**src/rtl/crank_wheel_gen.sv**
```systemverilog
// ============================================================================
// crank_wheel_gen : synthetic N-minus-M crank wheel pulse train generator.
// Optional cam output enabled by CRANK_WHEEL_GEN_CAM_EN.   Rev 1.0
// ============================================================================
`default_nettype none

module crank_wheel_gen #(
    parameter int PER_WIDTH     = 24,
    parameter int TCNT_WIDTH    = 6,
    parameter int TEETH_TOTAL   = 60,
    parameter int TEETH_MISSING = 2,
    parameter int START_TOOTH   = 0,
    parameter int PER_MIN       = 4
`ifdef CRANK_WHEEL_GEN_CAM_EN
    ,
    parameter int CAM_TEETH     = 4
`endif
) (
    input  logic                  clk,
    input  logic                  rst,
    input  logic                  ena,
    input  logic [PER_WIDTH-1:0]  period,
    input  logic                  inv,
    output logic                  cap,
    output logic [TCNT_WIDTH-1:0] tooth_num,
    output logic                  gap,
    output logic                  rev_strobe,
    output logic                  running
`ifdef CRANK_WHEEL_GEN_CAM_EN
    ,
    output logic                  cam
`endif
);

    localparam logic [PER_WIDTH-1:0]  PER_MIN_W   = PER_WIDTH'(PER_MIN);
    localparam logic [TCNT_WIDTH-1:0] START_W     = TCNT_WIDTH'(START_TOOTH);
    localparam logic [TCNT_WIDTH-1:0] LAST_W      = TCNT_WIDTH'(TEETH_TOTAL - 1);
    localparam logic [TCNT_WIDTH-1:0] PRESENT_LIM = TCNT_WIDTH'(TEETH_TOTAL - TEETH_MISSING);

    typedef enum logic [0:0] {
        IDLE = 1'b0,
        RUN  = 1'b1
    } state_t;

    state_t                state_q, state_d;
    logic [PER_WIDTH-1:0]  scnt_q, scnt_d;
    logic [PER_WIDTH-1:0]  per_sh_q, per_sh_d;
    logic [PER_WIDTH-1:0]  per_clamp;
    logic [TCNT_WIDTH-1:0] tcnt_q, tcnt_d;
    logic                  cap_q, cap_d;
    logic                  gap_q, gap_d;
    logic                  rev_q, rev_d;
    logic                  run_q, run_d;
    logic                  present_d;
`ifdef CRANK_WHEEL_GEN_CAM_EN
    localparam logic [TCNT_WIDTH-1:0] CAM_W = TCNT_WIDTH'(CAM_TEETH);
    logic                  rp_q, rp_d;
    logic                  cam_q, cam_d;
`endif

    always_comb begin
        per_clamp = (period < PER_MIN_W) ? PER_MIN_W : period;
        state_d   = state_q;
        scnt_d    = scnt_q;
        tcnt_d    = tcnt_q;
        per_sh_d  = per_sh_q;
`ifdef CRANK_WHEEL_GEN_CAM_EN
        rp_d      = rp_q;
`endif
        case (state_q)
            IDLE: begin
                if (ena) begin
                    state_d  = RUN;
                    per_sh_d = per_clamp;
                    scnt_d   = '0;
                    tcnt_d   = START_W;
`ifdef CRANK_WHEEL_GEN_CAM_EN
                    rp_d     = 1'b0;
`endif
                end
            end
            RUN: begin
                if (!ena) begin
                    // Abort immediately; the current slot is not completed.
                    state_d  = IDLE;
                    scnt_d   = '0;
                    tcnt_d   = START_W;
                    per_sh_d = PER_MIN_W;
`ifdef CRANK_WHEEL_GEN_CAM_EN
                    rp_d     = 1'b0;
`endif
                end else if (scnt_q == per_sh_q - PER_WIDTH'(1)) begin
                    scnt_d   = '0;
                    per_sh_d = per_clamp;
                    if (tcnt_q == LAST_W) begin
                        tcnt_d = '0;
`ifdef CRANK_WHEEL_GEN_CAM_EN
                        rp_d   = ~rp_q;
`endif
                    end else begin
                        tcnt_d = tcnt_q + TCNT_WIDTH'(1);
                    end
                end else begin
                    scnt_d = scnt_q + PER_WIDTH'(1);
                end
            end
            default: state_d = IDLE;
        endcase

        // Outputs are derived from the next-state counters so they line up with them.
        run_d     = (state_d == RUN);
        present_d = (tcnt_d < PRESENT_LIM);
        cap_d     = inv ^ (run_d & present_d & (scnt_d < (per_sh_d >> 1)));
        gap_d     = run_d & ~present_d;
        rev_d     = run_d & (tcnt_d == '0) & (scnt_d == '0);
`ifdef CRANK_WHEEL_GEN_CAM_EN
        cam_d     = run_d & ~rp_d & (tcnt_d < CAM_W);
`endif
    end

    always_ff @(posedge clk or negedge rst) begin
        if (!rst) begin
            state_q  <= IDLE;
            scnt_q   <= '0;
            tcnt_q   <= START_W;
            per_sh_q <= PER_MIN_W;
            cap_q    <= 1'b0;
            gap_q    <= 1'b0;
            rev_q    <= 1'b0;
            run_q    <= 1'b0;
`ifdef CRANK_WHEEL_GEN_CAM_EN
            rp_q     <= 1'b0;
            cam_q    <= 1'b0;
`endif
        end else begin
            state_q  <= state_d;
            scnt_q   <= scnt_d;
            tcnt_q   <= tcnt_d;
            per_sh_q <= per_sh_d;
            cap_q    <= cap_d;
            gap_q    <= gap_d;
            rev_q    <= rev_d;
            run_q    <= run_d;
`ifdef CRANK_WHEEL_GEN_CAM_EN
            rp_q     <= rp_d;
            cam_q    <= cam_d;
`endif
        end
    end

    // While reset is held the sensor line sits at its idle level without waiting for a clock.
    assign cap        = rst ? cap_q : inv;
    assign tooth_num  = tcnt_q;
    assign gap        = gap_q;
    assign rev_strobe = rev_q;
    assign running    = run_q;
`ifdef CRANK_WHEEL_GEN_CAM_EN
    assign cam        = cam_q;
`endif

endmodule

`default_nettype wire

```
**config.mk**
```make
export PLATFORM = sky130hd
export DESIGN_NAME = crank_wheel_gen
export DESIGN_NICKNAME = d
export VERILOG_FILES = /design/src/rtl/crank_wheel_gen.sv
export SDC_FILE = /design/constraint.sdc
export NUM_CORES = 1
export LEC_CHECK = 0
export CORE_AREA = 2 2 112 114
export DETAILED_ROUTE_END_ITERATION = 8
export DIE_AREA = 0 0 114 116
export REMOVE_ABC_BUFFERS = 1
export SLEW_MARGIN = 20
export SYNTH_ARGS = -nofsm -noshare
export SYNTH_HDL_FRONTEND = slang
export SYNTH_SLANG_ARGS = --single-unit
```
**constraint.sdc**
```tcl
create_clock -name clk -period 9.6 [get_ports clk]
set_input_delay 1.44 -clock clk [delete_from_list [all_inputs] [get_ports clk]]
set_output_delay 1.44 -clock clk [all_outputs]
set_load 0.05 [all_outputs]
```
==> flow_metrics.env, run 1 <==
export IMPL_placed_area_um2=5426
export IMPL_nFillCells=1162
export IMPL_ir_drop_v=0.00009170
export IMPL_antenna_found_initial=0
export IMPL_cts_tree="done"
export IMPL_p_leak_nw=2.469
export IMPL_max_cap_viol_count=0
export IMPL_grt_pass1_vias=4539
export IMPL_async_flop_share=1.000
export IMPL_cts_buffer_depth=2
export IMPL_drt_wl_total_mm=15.60
export IMPL_synth_top_area_frac=0.2836
export IMPL_first_iter_violations=352
export IMPL_route_antenna_remaining_nets=0
export IMPL_ioPinCount=38
export IMPL_grt_first_pass_wirelength_mm=25.23
export IMPL_cts_resized=0
export IMPL_dpl_hpwl_mm=11.87
export IMPL_gp_congestion=0.9044
export IMPL_cts_buffers=9
export IMPL_path_max_fanout=32
export IMPL_setup_viol=0
export IMPL_grt_max_degree=60
export IMPL_antenna_cells=0
export IMPL_ys_warn_count=0
export IMPL_gr_total_overflow=0
export IMPL_tightestPinTransition_ps=827.3
export IMPL_power_density_nw_per_um2=133.7
export IMPL_wl_per_cell_um=20.66
export IMPL_final_setup_tns_ps=0
export IMPL_dieArea_um2=13220
export IMPL_cts_root_buf="clkbuf_16"
export IMPL_avgSynthCellArea_um2=8.540
export IMPL_vias_per_cell=6.167
export IMPL_drive_gt1_frac=0.1135
export IMPL_ys_dominant_reg_cell="dfrtp_1"
export IMPL_post_cts_setup_buffers=0
export IMPL_clock_sinks=58
export IMPL_netlist_instances=589
export IMPL_initial_utilization=0.4223
export IMPL_arrival_ps=6220
export IMPL_synth_area_leaders="dfrtp_1 (28%), ha_1 (6.2%), nand2_1 (4.0%)"
export IMPL_finalCriticalPeriod_ps=5990
export IMPL_route_detailed_drc=0
export IMPL_num_rows=40
export IMPL_cp_data_required_time_ps=9830
export IMPL_cp_end_kind="register"
export IMPL_status="completed"
export IMPL_die_x_um=114
export IMPL_first_pass_iters=5
export IMPL_cts_reportedPaths_clkPinSlew_ps=50
export IMPL_hold_violations=0
export IMPL_crit_type="register to register"
export IMPL_area_delta_synth_final_pct=13.96
export IMPL_layout_nets=657
export IMPL_clock_latency_ps=350
export IMPL_synthTopCellsByCount="dfrtp_1 (57), nand2_1 (53), o21ai_0 (35)"
export IMPL_post_route_period_util=0.6239
export IMPL_drv_slew=0
export IMPL_synth_most_common_cell="dfrtp_1"
export IMPL_holdCritPathClass="register to register"
export IMPL_port_buffers=37
export IMPL_yosys_area_top_type="dfrtp_1"
export IMPL_rsz0062_at_grt="no"
export IMPL_stdcell_area_um2=5732
export IMPL_synth_edff_count=0
export IMPL_finClkSkew_ps=4.988
export IMPL_fp_dieH_um=116
export IMPL_core_area_um2=11910
export IMPL_cts_max_level=3
export IMPL_hold_buffers=0
export IMPL_startpoint_type="register"
export IMPL_grt_total_usage=0.2517
export IMPL_ys_ff_latch=58
export IMPL_ys_types=73
export IMPL_yosysSeqAreaShare=0.2888
export IMPL_vias=4656
export IMPL_fmax_mhz=167.0
export IMPL_synth_area_um2=5030
export IMPL_relSlewSlack=0.4463
==> cell type report <==
cell class | count | area [um^2] | share of cell area
sequential | 58 | 1453 | 0.2534
tap | 147 | 183.9 | 0.03209
multi-input combinational | 461 | 3271 | 0.5706
inverter | 33 | 123.9 | 0.02161
clock inverter | 2 | 35.03 | 0.006112
timing repair buffer | 41 | 395.4 | 0.06898
clock buffer | 13 | 270.3 | 0.04715
==> registers in the layout, summed over array words and instances, names as in the netlist <==
register,flops
per_sh_q,24
scnt_q,24
tooth_num,6
cap_q,1
gap,1
rev_strobe,1
running,1
==> cells in the final DEF (no fill, tap or decap), drive strengths merged, types with 7 or more instances in the layout <==
cell type      synthesis  layout
dfrtp                 57      57
nand2                 53      53
o21ai                 41      41
clkdlybuf4s50          0      36
inv                   33      33
nor2                  32      32
nand3                 27      27
ha                    25      25
xnor2                 22      22
mux2i                 19      19
nand2b                17      17
nor4                  17      17
xor2                  15      15
and3                  14      14
mux2                  14      14
a21oi                 13      13
nor3                  13      13
clkbuf                26      13
nand4                 11      11
a211oi                 9       9
a21o                   8       8
a22oi                  8       8
nand4b                 7       7
a2111oi                7       7
o211ai                 7       7
==> routing by layer <==
| metal | wire (um) | vias to the layer above | global-route usage |
|---|---|---|---|
| li1 | - | 2201 | - |
| met1 | 7067 | 2244 | 0.3470 |
| met2 | 7164 | 186 | 0.4000 |
| met3 | 1050 | 25 | 0.04916 |
| met4 | 313 | 0 | 0.07967 |
| met5 | 0 | - | 0 |
==> metrics by stage <==
step	hold WS [ps]	utilization	cells	setup WS (ps)	power, W
after global placement	574.5	0.4556	740	3923	0.0004298
after floorplan	514.3	-	552	4657	0.0003742
after global routing	615.5	0.4812	755	3052	0.0008019
final	567.4	0.4812	755	3610	0.0007662
after detailed placement	568.3	0.4556	740	3726	0.0004321
after CTS	575.4	0.4812	755	3730	0.0007698
==> path summary, 6_finish.rpt <==
kind	start	end	slack (ps)	cells after the start
hold / removal	scnt_q[23]$_DFF_PN0_	scnt_q[23]$_DFF_PN0_	570	1
setup / recovery	per_sh_q[0]$_DFFE_PN0P_	cap_q$_DFF_PN0_	3610	23
max in group asynchronous	rst	scnt_q[22]$_DFF_PN0_	7830	2
hold reg to reg	scnt_q[23]$_DFF_PN0_	scnt_q[23]$_DFF_PN0_	570	1
min in group asynchronous	rst	running$_DFF_PN0_	1260	2
setup reg to reg	per_sh_q[0]$_DFFE_PN0P_	cap_q$_DFF_PN0_	3610	23
==> worst max-delay path, stage by stage, from the launching register on <==
cell      delay [ps]
dfrtp_1          450
inv_1             90
ha_1             200
nor3b_2          440
nand2_1          260
nor3_1           280
xnor2_1          110
nor4_1           340
nand4_2          310
o21ai_4          750
nand2_1          420
a22oi_1          450
ha_1             320
a21o_1           160
a21o_1           170
a21oi_1          140
nor2b_1           70
o21ai_0          160
nand2b_1          80
a21oi_1          150
nor2_1            60
a211oi_1         170
o211ai_1         140
xnor2_1          140
==> power breakdown <==
group / leakage [nW] / internal, W / switching [W]
clock network: 0.152 / 0.000220 / 0.000117
registers: 0.776 / 0.000256 / 0.0000221
logic: 1.54 / 0.0000626 / 0.0000880
==> cell families after synthesis <==
family | share of synthesized area
fa+ha+maj | 0.06219
buf+inv | 0.06094
xor+xnor | 0.06443
simple gates | 0.2585
compound gates | 0.1960
flops | 0.2888
mux | 0.06915
(Power assumes the default switching activity.)
==> inputs of run 2 (changes only) <==
==> constraint.sdc (replaced) <==
create_clock -name clk -period 5.65 [get_ports clk]
set_input_delay 0.8475 -clock clk [delete_from_list [all_inputs] [get_ports clk]]
set_output_delay 0.8475 -clock clk [all_outputs]
set_load 0.05 [all_outputs]
==> flow_metrics.env, run 2 (synthesized netlist as in run 1, its figures left out) <==
export IMPL_worstReg2RegStart="per_sh_q[12]$_DFF_PN0_"
export IMPL_gr_total_overflow=0
export IMPL_vias=4719
export IMPL_hold_violations=0
export IMPL_worstSetupEndpoint="cap_q$_DFF_PN0_"
export IMPL_fp_dieH_um=116
export IMPL_tightestPinTransition_ps=864.4
export IMPL_grt_total_usage=0.2553
export IMPL_fmax_mhz=188.2
export IMPL_area_delta_synth_final_pct=17.26
export IMPL_grt_first_pass_wirelength_mm=25.46
export IMPL_core_area_um2=11910
export IMPL_port_buffers=37
export IMPL_cts_reportedPaths_clkPinSlew_ps=60
export IMPL_vias_per_cell=6.105
export IMPL_cp_data_required_time_ps=5920
export IMPL_cts_max_level=3
export IMPL_antenna_cells=0
export IMPL_rsz0062_at_grt="no"
export IMPL_finalCriticalPeriod_ps=5313
export IMPL_worst_r2r_path_depth=19
export IMPL_max_cap_viol_count=0
export IMPL_cts_buffers=9
export IMPL_dpl_hpwl_mm=12.29
export IMPL_antenna_found_initial=1
export IMPL_route_antenna_remaining_nets=0
export IMPL_layout_nets=674
export IMPL_cts_tree="done"
export IMPL_drt_wl_total_mm=16.04
export IMPL_wl_per_cell_um=20.75
export IMPL_finClkSkew_ps=5.940
export IMPL_worstReg2RegEnd="cap_q$_DFF_PN0_"
export IMPL_first_pass_iters=5
export IMPL_grt_pass1_vias=4649
export IMPL_final_setup_tns_ps=0
export IMPL_setup_viol=0
export IMPL_clock_sinks=58
export IMPL_p_leak_nw=2.565
export IMPL_gp_congestion=0.9305
export IMPL_cts_buffer_depth=2
export IMPL_clock_latency_ps=340
export IMPL_die_x_um=114
export IMPL_ir_drop_v=0.0001757
export IMPL_hold_buffers=0
export IMPL_arrival_ps=5580
export IMPL_num_rows=40
export IMPL_drv_slew=0
export IMPL_route_detailed_drc=0
export IMPL_first_iter_violations=363
export IMPL_power_density_nw_per_um2=228.2
export IMPL_final_common_cell="dfrtp_1"
export IMPL_final_cell_mix="dfrtp_1 (57), nand2_1 (53), clkdlybuf4s50_1 (36), o21ai_0 (35), nor2_1 (31)"
export IMPL_crit_type="register to register"
export IMPL_cp_end_kind="register"
export IMPL_startpoint="per_sh_q[12]$_DFF_PN0_"
export IMPL_status="completed"
export IMPL_dieArea_um2=13220
export IMPL_initial_utilization=0.4223
export IMPL_ioPinCount=38
export IMPL_startpoint_type="register"
export IMPL_path_max_fanout=19
export IMPL_grt_max_degree=59
export IMPL_cts_root_buf="clkbuf_16"
export IMPL_holdCritPathClass="register to register"
export IMPL_relSlewSlack=0.4219
export IMPL_post_route_period_util=0.9403
export IMPL_fin_util=0.4952
export IMPL_drive_gt1_frac=0.1406
export IMPL_rrSetupSlack_ps=340
## run 2: cell type report
class / count / area [um^2]
inverters: 33 / 123.9
fillers: 1137 / 6013
multi-input cells: 461 / 3282
well taps: 147 / 183.9
flip-flops and latches: 58 / 1453
clock inverters: 5 / 77.57
repair buffers: 58 / 535.5
clock buffers: 11 / 242.7
## run 2: worst max-delay path, cell delays in order, from the launching register on
cell and delay (ps):
dfrtp_1 440, nor4_1 520, nand3_1 230, or4_1 560, o211ai_2 80, nor2_2 80
or3_1 540, o21ai_4 300, buf_4 290, o21ai_0 170, nand2_1 110, o31ai_1 160
ha_1 350, and4_1 210, a21oi_1 70, a2111oi_0 570, a211o_1 210, a211oi_1 60
o211ai_1 140, xnor2_1 140
## run 2: metal layers
layer,vias up,GRT usage,share of wire
met3,36,0.05544,0.059
met2,158,0.4079,0.46
met5,-,0,0
li1,2233,-,-
met4,0,0.09593,0.027
met1,2292,0.3406,0.46
## run 2: timing repair
action                                  CTS  global route
buffers inserted                          0             3
endpoints found under the hold margin     0             0
endpoints found under the setup margin    0             1
gates resized for setup                   0             2
## run 2: how the worst min path moves through the flow
stage	startpoint	end	slack [ps]	cells past startpoint
finish	scnt_q[23]$_DFF_PN0_	scnt_q[23]$_DFF_PN0_	570	1
global route	scnt_q[23]$_DFF_PN0_	scnt_q[23]$_DFF_PN0_	610	1
CTS	scnt_q[23]$_DFF_PN0_	scnt_q[23]$_DFF_PN0_	560	1
detailed placement	scnt_q[23]$_DFF_PN0_	scnt_q[23]$_DFF_PN0_	560	1
global placement	scnt_q[23]$_DFF_PN0_	scnt_q[23]$_DFF_PN0_	560	1
floorplan	scnt_q[23]$_DFF_PN0_	scnt_q[23]$_DFF_PN0_	510	1
## run 2: stage by stage
| step | instances | instance area, um^2 | hold slack, ps | power [W] | setup WS (ps) |
|---|---|---|---|---|---|
| after floorplan | 552 | 4847 | 514.3 | 0.0006358 | 706.6 |
| after global placement | 754 | 5532 | 560.1 | 0.0007405 | 372.1 |
| after detailed placement | 754 | 5532 | 555.8 | 0.0007444 | 261.5 |
| after CTS | 770 | 5852 | 560.3 | 0.001349 | 252.1 |
| after global routing | 773 | 5898 | 609.7 | 0.001404 | 12.69 |
| final | 773 | 5898 | 571.5 | 0.001346 | 337.1 |
## run 2: report_power, final
part / internal [W] / switching [W] / total (W)
Clock: 0.000396 / 0.000205 / 0.000601
Combinational: 0.000118 / 0.000155 / 0.000273
Sequential: 0.000435 / 0.0000368 / 0.000472
==> inputs of run 3 (changes only) <==
--- a/config.mk
+++ b/config.mk
@@ -5,9 +5,11 @@
 export SDC_FILE = /design/constraint.sdc
 export NUM_CORES = 1
 export LEC_CHECK = 0
-export CORE_AREA = 2 2 112 114
+export CORE_AREA = 2 2 95 97
+export CTS_CLUSTER_DIAMETER = 60
 export DETAILED_ROUTE_END_ITERATION = 8
-export DIE_AREA = 0 0 114 116
+export DIE_AREA = 0 0 97 99
+export PLACE_DENSITY = 0.8
 export REMOVE_ABC_BUFFERS = 1
 export SLEW_MARGIN = 20
 export SYNTH_ARGS = -nofsm -noshare
==> flow_metrics.env, run 3 (synthesized netlist as in run 1, its figures left out) <==
export IMPL_status="completed"
export IMPL_clock_latency_ps=340
export IMPL_path_max_fanout=10
export IMPL_finClkSkew_ps=12.00
export IMPL_tightestPinTransition_ps=1050
export IMPL_vias_per_cell=6.688
export IMPL_cp_data_required_time_ps=5870
export IMPL_layout_nets=677
export IMPL_grt_max_degree=59
export IMPL_max_cap_viol_count=0
export IMPL_core_area_um2=8551
export IMPL_worstReg2RegStart="per_sh_q[0]$_DFFE_PN0P_"
export IMPL_gr_total_overflow=0
export IMPL_min_delay_path_depth=1
export IMPL_cts_max_level=3
export IMPL_ir_drop_v=0.0001427
export IMPL_first_pass_iters=6
export IMPL_gp_congestion=0.9727
export IMPL_wl_per_cell_um=21.31
export IMPL_route_detailed_drc=0
export IMPL_area_delta_synth_final_pct=14.10
export IMPL_final_common_cell="dfrtp_1"
export IMPL_post_route_period_util=0.9313
export IMPL_initial_utilization=0.5882
export IMPL_dieArea_um2=9603
export IMPL_drt_wl_total_mm=15.68
export IMPL_dpl_hpwl_mm=11.78
export IMPL_holdCritPathClass="register to register"
export IMPL_startpoint="per_sh_q[0]$_DFFE_PN0P_"
export IMPL_cts_tree="done"
export IMPL_cts_buffers=9
export IMPL_hold_start="scnt_q[23]$_DFF_PN0_"
export IMPL_clock_sinks=58
export IMPL_cts_reportedPaths_clkPinSlew_ps=70
export IMPL_setup_viol=0
export IMPL_startpoint_type="register"
export IMPL_grt_first_pass_wirelength_mm=24.05
export IMPL_port_buffers=37
export IMPL_final_cell_mix="dfrtp_1 (57), nand2_1 (53), clkdlybuf4s50_1 (36), o21ai_0 (35), nor2_1 (31)"
export IMPL_power_density_nw_per_um2=200.6
export IMPL_ioPinCount=38
export IMPL_die_x_um=97
export IMPL_final_setup_tns_ps=0
export IMPL_antenna_found_initial=0
export IMPL_finalCriticalPeriod_ps=5262
export IMPL_fin_hold_ws_ps=604.2
export IMPL_cts_buffer_depth=2
export IMPL_drive_gt1_frac=0.1417
export IMPL_arrival_ps=5480
export IMPL_crit_type="register to register"
export IMPL_worst_r2r_path_depth=20
export IMPL_fp_dieH_um=99
export IMPL_num_rows=34
export IMPL_first_iter_violations=467
export IMPL_antenna_cells=0
export IMPL_route_antenna_remaining_nets=0
export IMPL_vias=4922
export IMPL_drv_slew=0
export IMPL_p_leak_nw=2.507
export IMPL_grt_pass1_vias=4467
export IMPL_grt_total_usage=0.3220
export IMPL_relSlewSlack=0.2982
export IMPL_hold_violations=0
export IMPL_cp_end_kind="register"
export IMPL_fmax_mhz=190.0
export IMPL_cts_root_buf="clkbuf_8"
==> run 3: cell count changes in the layout (fill, tap and decap cells not counted), sizes merged <==
cell	before	now
buf	22	24
bufinv	2	1
clkbuf	11	13
clkinv	2	1
clkinvlp	1	0
o21ai	41	42
==> run 3: path summary, 6_finish.rpt <==
kind | slack, ps | endpoint
setup / recovery | 390 | cap_q$_DFF_PN0_
min in group asynchronous | 730 | running$_DFF_PN0_
hold / removal | 600 | scnt_q[23]$_DFF_PN0_
setup reg to reg | 390 | cap_q$_DFF_PN0_
max in group asynchronous | 4390 | scnt_q[14]$_DFF_PN0_
hold reg to reg | 600 | scnt_q[23]$_DFF_PN0_
==> run 3: per-stage QoR <==
stage | util | total power (W) | setup WS (ps) | area, um^2 | instances
4_1_cts | 0.6598 | 0.001143 | 184.5 | 5642 | 724
3_3_place_gp | 0.6359 | 0.0007316 | 397.4 | 5438 | 709
3_5_place_dp | 0.6359 | 0.0007384 | 229.8 | 5438 | 709
2_1_floorplan | - | 0.0006358 | 706.6 | 4847 | 552
6_report | 0.6712 | 0.001152 | 388.0 | 5739 | 736
5_1_grt | 0.6712 | 0.001199 | -11.58 | 5739 | 736
==> run 3: repair_timing <==
| item | 4_1_cts | 5_1_grt |
|---|---|---|
| hold buffers | 0 | 0 |
| setup buffers | 0 | 11 |
| gates resized for setup | 0 | 1 |
| setup endpoints to repair | 0 | 1 |
==> run 3: critical path, stage by stage, from the launching register on <==
cell	delay, ps
dfrtp_1	460
inv_1	90
ha_1	200
nor3b_4	350
nand2_1	230
o32a_1	390
nor2_1	120
nand2_1	130
and4_1	310
a21oi_1	530
buf_4	290
nand2_1	60
o21ai_0	380
ha_1	320
and4_1	190
a21oi_1	160
a2111oi_0	120
a211o_1	290
a211oi_1	220
o211ai_1	140
xnor2_1	140
==> run 3: where the power goes <==
part | internal [W] | switching, W
clock network | 0.000237 | 0.000170
logic | 0.000115 | 0.000152
registers | 0.000435 | 0.0000423
total | 0.000787 | 0.000365
==> run 3: layout make-up <==
class                           count  area (um^2)
Clock buffer                       13        168.9
Multi-Input combinational cell    462         3286
Tap cell                          108        135.1
Fill cell                         714         2811
Timing Repair Buffer               60        538.0
Sequential cell                    58         1453
Clock inverter                      2        35.03
Inverter                           33        123.9
==> run 3: metal layers <==
metal | share of wire | wire length, um | GRT usage | vias to the layer above
li1 | - | - | - | 2236
met1 | 0.41 | 6401 | 0.4394 | 2362
met2 | 0.46 | 7247 | 0.5005 | 274
met3 | 0.089 | 1393 | 0.05106 | 50
met4 | 0.041 | 642 | 0.1593 | 0
met5 | 0 | 0 | 0 | -
